`config.mk`:
```
export PLATFORM = sky130hd
export DESIGN_NAME = multicycle_controller
export DESIGN_NICKNAME = d
export VERILOG_FILES = /design/src/rtl/multicycle_controller.sv
export SDC_FILE = /design/constraint.sdc
export NUM_CORES = 1
export LEC_CHECK = 0
export ABC_CLOCK_PERIOD_IN_PS = 5800
export BUFFER_PORTS_ARGS = -buffer_cell sky130_fd_sc_hd__buf_2
export CAP_MARGIN = 20
export CORE_MARGIN = 2
export CORE_UTILIZATION = 50
export DETAILED_ROUTE_END_ITERATION = 8
export PLACE_DENSITY = 0.89
export REMOVE_ABC_BUFFERS = 1
export SYNTH_ARGS = -nofsm -noshare
export SYNTH_HDL_FRONTEND = slang
export SYNTH_SLANG_ARGS = --single-unit
```
`constraint.sdc`:
```
create_clock -name clk -period 5.8 [get_ports clk]
set_clock_uncertainty 0.05 [all_clocks]
set_input_delay 0.58 -clock clk [delete_from_list [all_inputs] [get_ports clk]]
set_output_delay 0.58 -clock clk [all_outputs]
set_load 0.05 [all_outputs]
```
`src/rtl/multicycle_controller.sv`:
```
// rtl/multicycle_controller.sv - Moore sequencing FSM with Mealy branch term for a multicycle RISC-V core
//
// Steps each instruction through fetch/decode/execute/memory/writeback and
// drives the datapath enables and mux selects. Supports lw, sw, R-type,
// I-type ALU, beq and jal. Anything else parks the FSM in TRAP until reset.
//
// Ports:
//   clk            rising-edge clock
//   reset          synchronous, active-low reset
//   op             instr[6:0] from the instruction register
//   funct3         instr[14:12]
//   funct7b5       instr[30]
//   zero           ALU zero flag
//   pc_write       PC register enable
//   adr_src        memory address select (0 = PC, 1 = ALUOut)
//   mem_write      data memory write enable
//   ir_write       instruction register / OldPC enable
//   reg_write      register file WE3
//   result_src     result mux (00 ALUOut, 01 mem data, 10 ALU result)
//   alu_src_a      ALU A select (00 PC, 01 OldPC, 10 RD1)
//   alu_src_b      ALU B select (00 RD2, 01 immExt, 10 constant 4)
//   alu_control    ALU op (000 add, 001 sub, 010 and, 011 or, 101 slt)
//   imm_src        immediate extender select (00 I, 01 S, 10 B, 11 J)
//   illegal        high while in TRAP
//   retire_count   number of retired instructions (wraps)

module multicycle_controller #(
    parameter logic [3:0] RESET_STATE_ENC = 4'd0
) (
    input  logic        clk,
    input  logic        reset,
    input  logic [6:0]  op,
    input  logic [2:0]  funct3,
    input  logic        funct7b5,
    input  logic        zero,
    output logic        pc_write,
    output logic        adr_src,
    output logic        mem_write,
    output logic        ir_write,
    output logic        reg_write,
    output logic [1:0]  result_src,
    output logic [1:0]  alu_src_a,
    output logic [1:0]  alu_src_b,
    output logic [2:0]  alu_control,
    output logic [1:0]  imm_src,
    output logic        illegal,
    output logic [31:0] retire_count
);

    localparam logic [6:0] OP_LW   = 7'b0000011;
    localparam logic [6:0] OP_SW   = 7'b0100011;
    localparam logic [6:0] OP_R    = 7'b0110011;
    localparam logic [6:0] OP_I    = 7'b0010011;
    localparam logic [6:0] OP_BEQ  = 7'b1100011;
    localparam logic [6:0] OP_JAL  = 7'b1101111;

    // Encodings are derived from the FETCH encoding by XOR so that any
    // choice of RESET_STATE_ENC still yields twelve distinct codes.
    typedef enum logic [3:0] {
        S_FETCH    = RESET_STATE_ENC,
        S_DECODE   = RESET_STATE_ENC ^ 4'd1,
        S_MEMADR   = RESET_STATE_ENC ^ 4'd2,
        S_MEMREAD  = RESET_STATE_ENC ^ 4'd3,
        S_MEMWB    = RESET_STATE_ENC ^ 4'd4,
        S_MEMWRITE = RESET_STATE_ENC ^ 4'd5,
        S_EXECR    = RESET_STATE_ENC ^ 4'd6,
        S_EXECI    = RESET_STATE_ENC ^ 4'd7,
        S_ALUWB    = RESET_STATE_ENC ^ 4'd8,
        S_BEQ      = RESET_STATE_ENC ^ 4'd9,
        S_JAL      = RESET_STATE_ENC ^ 4'd10,
        S_TRAP     = RESET_STATE_ENC ^ 4'd11
    } state_e;

    state_e      state_q, state_d;
    state_e      decode_target;
    state_e      state_view;
    logic [31:0] retire_q, retire_d;
    logic        retire;
    logic        alu_f3_ok;

    logic        pc_update;
    logic        branch;
    logic        ir_w;
    logic        reg_w;
    logic        mem_w;
    logic [1:0]  alu_op;

    // ---------------------------------------------------------------
    // Next-state logic
    // ---------------------------------------------------------------
    assign alu_f3_ok = (funct3 == 3'b000) || (funct3 == 3'b010) ||
                       (funct3 == 3'b110) || (funct3 == 3'b111);

    always_comb begin
        decode_target = S_TRAP;
        case (op)
            OP_LW, OP_SW: decode_target = (funct3 == 3'b010) ? S_MEMADR : S_TRAP;
            OP_R:         decode_target = alu_f3_ok ? S_EXECR : S_TRAP;
            OP_I:         decode_target = alu_f3_ok ? S_EXECI : S_TRAP;
            OP_BEQ:       decode_target = (funct3 == 3'b000) ? S_BEQ : S_TRAP;
            OP_JAL:       decode_target = S_JAL;
            default:      decode_target = S_TRAP;
        endcase
    end

    always_comb begin
        state_d = state_q;
        case (state_q)
            S_FETCH:    state_d = S_DECODE;
            S_DECODE:   state_d = decode_target;
            S_MEMADR:   state_d = (op == OP_LW) ? S_MEMREAD : S_MEMWRITE;
            S_MEMREAD:  state_d = S_MEMWB;
            S_MEMWB:    state_d = S_FETCH;
            S_MEMWRITE: state_d = S_FETCH;
            S_EXECR:    state_d = S_ALUWB;
            S_EXECI:    state_d = S_ALUWB;
            S_ALUWB:    state_d = S_FETCH;
            S_BEQ:      state_d = S_FETCH;
            S_JAL:      state_d = S_ALUWB;
            S_TRAP:     state_d = S_TRAP;
            // Unused codes indicate corrupted state; park where it is visible.
            default:    state_d = S_TRAP;
        endcase
    end

    // The last state of every supported instruction retires it on exit.
    assign retire   = (state_q == S_MEMWB) || (state_q == S_MEMWRITE) ||
                      (state_q == S_ALUWB) || (state_q == S_BEQ);
    assign retire_d = retire_q + {31'd0, retire};

    always_ff @(posedge clk) begin
        if (!reset) begin
            state_q  <= S_FETCH;
            retire_q <= 32'd0;
        end else begin
            state_q  <= state_d;
            retire_q <= retire_d;
        end
    end

    // ---------------------------------------------------------------
    // Output decode
    // ---------------------------------------------------------------
    // While reset is low the outputs present FETCH values, with the
    // write enables masked off below.
    assign state_view = reset ? state_q : S_FETCH;

    always_comb begin
        pc_update  = 1'b0;
        branch     = 1'b0;
        ir_w       = 1'b0;
        reg_w      = 1'b0;
        mem_w      = 1'b0;
        adr_src    = 1'b0;
        result_src = 2'b00;
        alu_src_a  = 2'b00;
        alu_src_b  = 2'b00;
        alu_op     = 2'b00;
        illegal    = 1'b0;
        case (state_view)
            S_FETCH: begin
                ir_w       = 1'b1;
                pc_update  = 1'b1;
                alu_src_b  = 2'b10;
                result_src = 2'b10;
            end
            S_DECODE: begin
                // OldPC + immExt: branch target ready for BEQ.
                alu_src_a = 2'b01;
                alu_src_b = 2'b01;
            end
            S_MEMADR: begin
                alu_src_a = 2'b10;
                alu_src_b = 2'b01;
            end
            S_MEMREAD: begin
                adr_src = 1'b1;
            end
            S_MEMWB: begin
                result_src = 2'b01;
                reg_w      = 1'b1;
            end
            S_MEMWRITE: begin
                adr_src = 1'b1;
                mem_w   = 1'b1;
            end
            S_EXECR: begin
                alu_src_a = 2'b10;
                alu_op    = 2'b10;
            end
            S_EXECI: begin
                alu_src_a = 2'b10;
                alu_src_b = 2'b01;
                alu_op    = 2'b10;
            end
            S_ALUWB: begin
                reg_w = 1'b1;
            end
            S_BEQ: begin
                alu_src_a = 2'b10;
                alu_op    = 2'b01;
                branch    = 1'b1;
            end
            S_JAL: begin
                // ALU forms OldPC + 4 as the link value while PC takes the target.
                alu_src_a = 2'b01;
                alu_src_b = 2'b10;
                pc_update = 1'b1;
            end
            S_TRAP: begin
                illegal = 1'b1;
            end
            default: begin
                illegal = 1'b0;
            end
        endcase
    end

    assign pc_write  = reset & (pc_update | (branch & zero));
    assign ir_write  = reset & ir_w;
    assign reg_write = reset & reg_w;
    assign mem_write = reset & mem_w;

    // ALU decoder. Only R-type (op[5]=1) can select sub via funct7b5;
    // I-type addi with instr[30] set remains an add.
    always_comb begin
        alu_control = 3'b000;
        case (alu_op)
            2'b00: alu_control = 3'b000;
            2'b01: alu_control = 3'b001;
            2'b10: begin
                case (funct3)
                    3'b000:  alu_control = (op[5] & funct7b5) ? 3'b001 : 3'b000;
                    3'b010:  alu_control = 3'b101;
                    3'b110:  alu_control = 3'b011;
                    3'b111:  alu_control = 3'b010;
                    default: alu_control = 3'b000;
                endcase
            end
            default: alu_control = 3'b000;
        endcase
    end

    always_comb begin
        imm_src = 2'b00;
        case (op)
            OP_SW:   imm_src = 2'b01;
            OP_BEQ:  imm_src = 2'b10;
            OP_JAL:  imm_src = 2'b11;
            default: imm_src = 2'b00;
        endcase
    end

    assign retire_count = retire_q;

endmodule
```
==> out/qor.txt <==
# nets final -> 347
I/O Pins -> 63
Buffers on Ports -> 62
CP max-delay cell -> or4_1
core area -> 0.004086 mm²
# rows -> 23
Worst slew margin -> 0.4531
Post-Place Cell Area -> 0.002485 mm²
antenna cells -> 0
Slew @ Worst Pin -> 0.8128 ns
Vias/cell -> 5.871
Tcrit/Tclk final -> 0.5397
Synth top area share -> 0.3310
Post-CTS Setup Repair Bufs -> 0
Tmin final -> 3.130 ns
max cap viols -> 0
Post-synth ARST share -> 0
Hold Buf Count CTS -> 0
Sw Ratio -> 0.3368
via count of the routed design -> 2,225
maximum fanout along the worst path -> 15
fillers -> 362
main area contributors after synthesis -> dfxtp_1 33%, a21oi_1 4.8%, xnor2_1 4.0%
first-pass GRT wire length -> 8280 µm
Worst Setup End Kind -> flip-flop
clock share of power -> 0.314
Hold Vio Cnt, Final -> 0
clk_lat worst skew -> 0.29 ns
max-slew violations -> 0
most frequent cell after synthesis -> dfxtp_1
Area Overhead vs Synth -> 18.56%
TritonCTS Sinks -> 36
drt drc -> 0
Pwr Density -> 238.9 mW/mm²
Critical Path AT -> 3.30 ns
gr usage total -> 0.2066
Reg power frac -> 0.454
initial antenna violation count -> 0
top post-synthesis cells by count -> 36 x dfxtp_1, 23 x nor2_1, 21 x a21oi_1, 21 x nand2_1
# H-tree levels -> 2
clock buffer depth -> 2
worst hold-check path type -> flip-flop to flip-flop
WL final -> 5046 µm
Worst EP required -> 5.97 ns
WL per Instance -> 13.31 µm
P_sw -> 0.0002077 W
pin count of the biggest net entering global routing -> 36
Mean Syn Cell Area -> 7.946 µm²
number of global-route vias before repair -> 1,886
RSZ-0062 raised after global routing -> false
layout cells sized above 1 -> 0.2492
EDFF count, synth -> 0
CTS tree -> done
CTS buffer count -> 5
die area -> 0.004898 mm²
Lkg Pwr -> 1.033 nW
status -> finished, final reports clean
#FFs+latches synth -> 36
Detailed Place HPWL -> 3542 µm
PostCTS Resize Cnt -> 0
leading area contributor after synthesis -> dfxtp_1
Clock transition at path regs -> 0.07 ns
Synth Warn # -> 0
GRT overflow -> 0
crit path cell chain -> xnor2_1 > nor2_1 > ha_1 > ha_1 > nand3_1 > or4_1 > or4_1 > a21oi_1
die height -> 69.99 µm
achievable frequency -> 319.5 MHz
synth unique cells -> 52
Finish-stage setup viols -> 0
VDD IR-drop max -> 0.1308 mV
Main synth FF type -> dfxtp_1
Design Area, Final -> 0.002581 mm²
post-synthesis sequential area ratio -> 0.3310
Comb pwr share -> 0.233
internal power -> 0.0004090 W
mapped cell area -> 0.002177 mm²
DR iter-0 viols -> 116
initial core utilization -> 0.5328
DRT Pass-1 Iters -> 4
Hold WS -> 0.4310 ns
Die X -> 69.99 µm
crit path launch type -> flip-flop
Root Driver -> clkbuf_8
Syn Inst Count -> 274
GPL Wtd Cong -> 0.8398
crit path kind -> flip-flop to flip-flop
Post-DRT Antenna Nets -> 0
max incr delay on CP -> 0.67 ns
Total Neg Setup Slack -> 0 ns
sequential cells by signal, indices dropped and copies added, names as in the netlist:
name and count:
state_q 4, retire_count 32
cell families after synthesis:
kind of cell	share of synthesized area
adder cells (fa/ha/maj)	0.02299
flip-flops	0.3310
AO/OA/AOI/OAI	0.1540
XOR/XNOR	0.05632
AND/OR/NAND/NOR	0.3598
buffers and inverters	0.05229
multiplexers	0.02356
final cells by class:
class / count / area (µm²) / area share
Multi-Input combinational cell: 212 / 1343 / 0.5201
Sequential cell: 36 / 720.7 / 0.2792
Timing Repair Buffer: 63 / 317.8 / 0.1231
Clock buffer: 7 / 96.34 / 0.03732
Tap cell: 50 / 62.56 / 0.02424
Inverter: 11 / 41.29 / 0.01600
power groups by stage:
stage | sequential (W) | combinational, W | clock, W
finish | 0.000280 | 0.000144 | 0.000193
global route | 0.000282 | 0.000157 | 0.000208
CTS | 0.000279 | 0.000144 | 0.000196
detailed placement | 0.000285 | 0.000144 | 0
global placement | 0.000284 | 0.000143 | 0
floorplan | 0.000289 | 0.000104 | 0
per-stage QoR:
step                total power [W]  cells    util  worst slack (ns)
CTS                       0.0006197    379  0.6317             2.670
floorplan                 0.0003930    259       -             2.278
global placement          0.0004267    372  0.6081             2.842
global route              0.0006461    379  0.6317             2.351
finish                    0.0006167    379  0.6317             2.670
detailed placement        0.0004287    372  0.6081             2.697
critical path: cells and delay by family (launching register included):
| kind | cells | cell delay (ns) |
|---|---|---|
| xor+xnor | 1 | 0.16 |
| simple gates | 4 | 1.61 |
| flops | 1 | 0.62 |
| fa+ha+maj | 2 | 0.47 |
| compound gates | 1 | 0.15 |
routing by layer:
layer  global-route usage  up-vias  wire length (µm)
li1                     -     1121                 -
met1               0.2504     1015              2211
met2               0.3376       82              2377
met3              0.05916        7               370
met4              0.09402        0                87
met5                    0        -                 0
path summary, 6_finish.rpt:
kind / to / slack, ns / from / cells after the start
max: retire_count[26]$_SDFF_PN0_ / 2.67 / state_q[2]$_SDFF_PN0_ / 8
max reg2reg: retire_count[26]$_SDFF_PN0_ / 2.67 / state_q[2]$_SDFF_PN0_ / 8
min: retire_count[31]$_SDFF_PN0_ / 0.43 / retire_count[31]$_SDFF_PN0_ / 2
min reg2reg: retire_count[31]$_SDFF_PN0_ / 0.43 / retire_count[31]$_SDFF_PN0_ / 2
layout by cell type, fill, tap and decap left out, types with 5 or more instances in the layout:
cell type / count
or2_2: 5
dfxtp_1: 36
clkbuf_8: 7
nand3_1: 9
or4_1: 11
nor2_1: 23
nand2_1: 21
buf_2: 62
a21oi_1: 21
nor3_1: 9
nor4_1: 10
nand2b_1: 7
or3_1: 8
xnor2_1: 10
o21ai_0: 9
inv_1: 10
nand4_1: 9
o31ai_1: 9
Note: power is estimated with default switching activity, not from simulation.
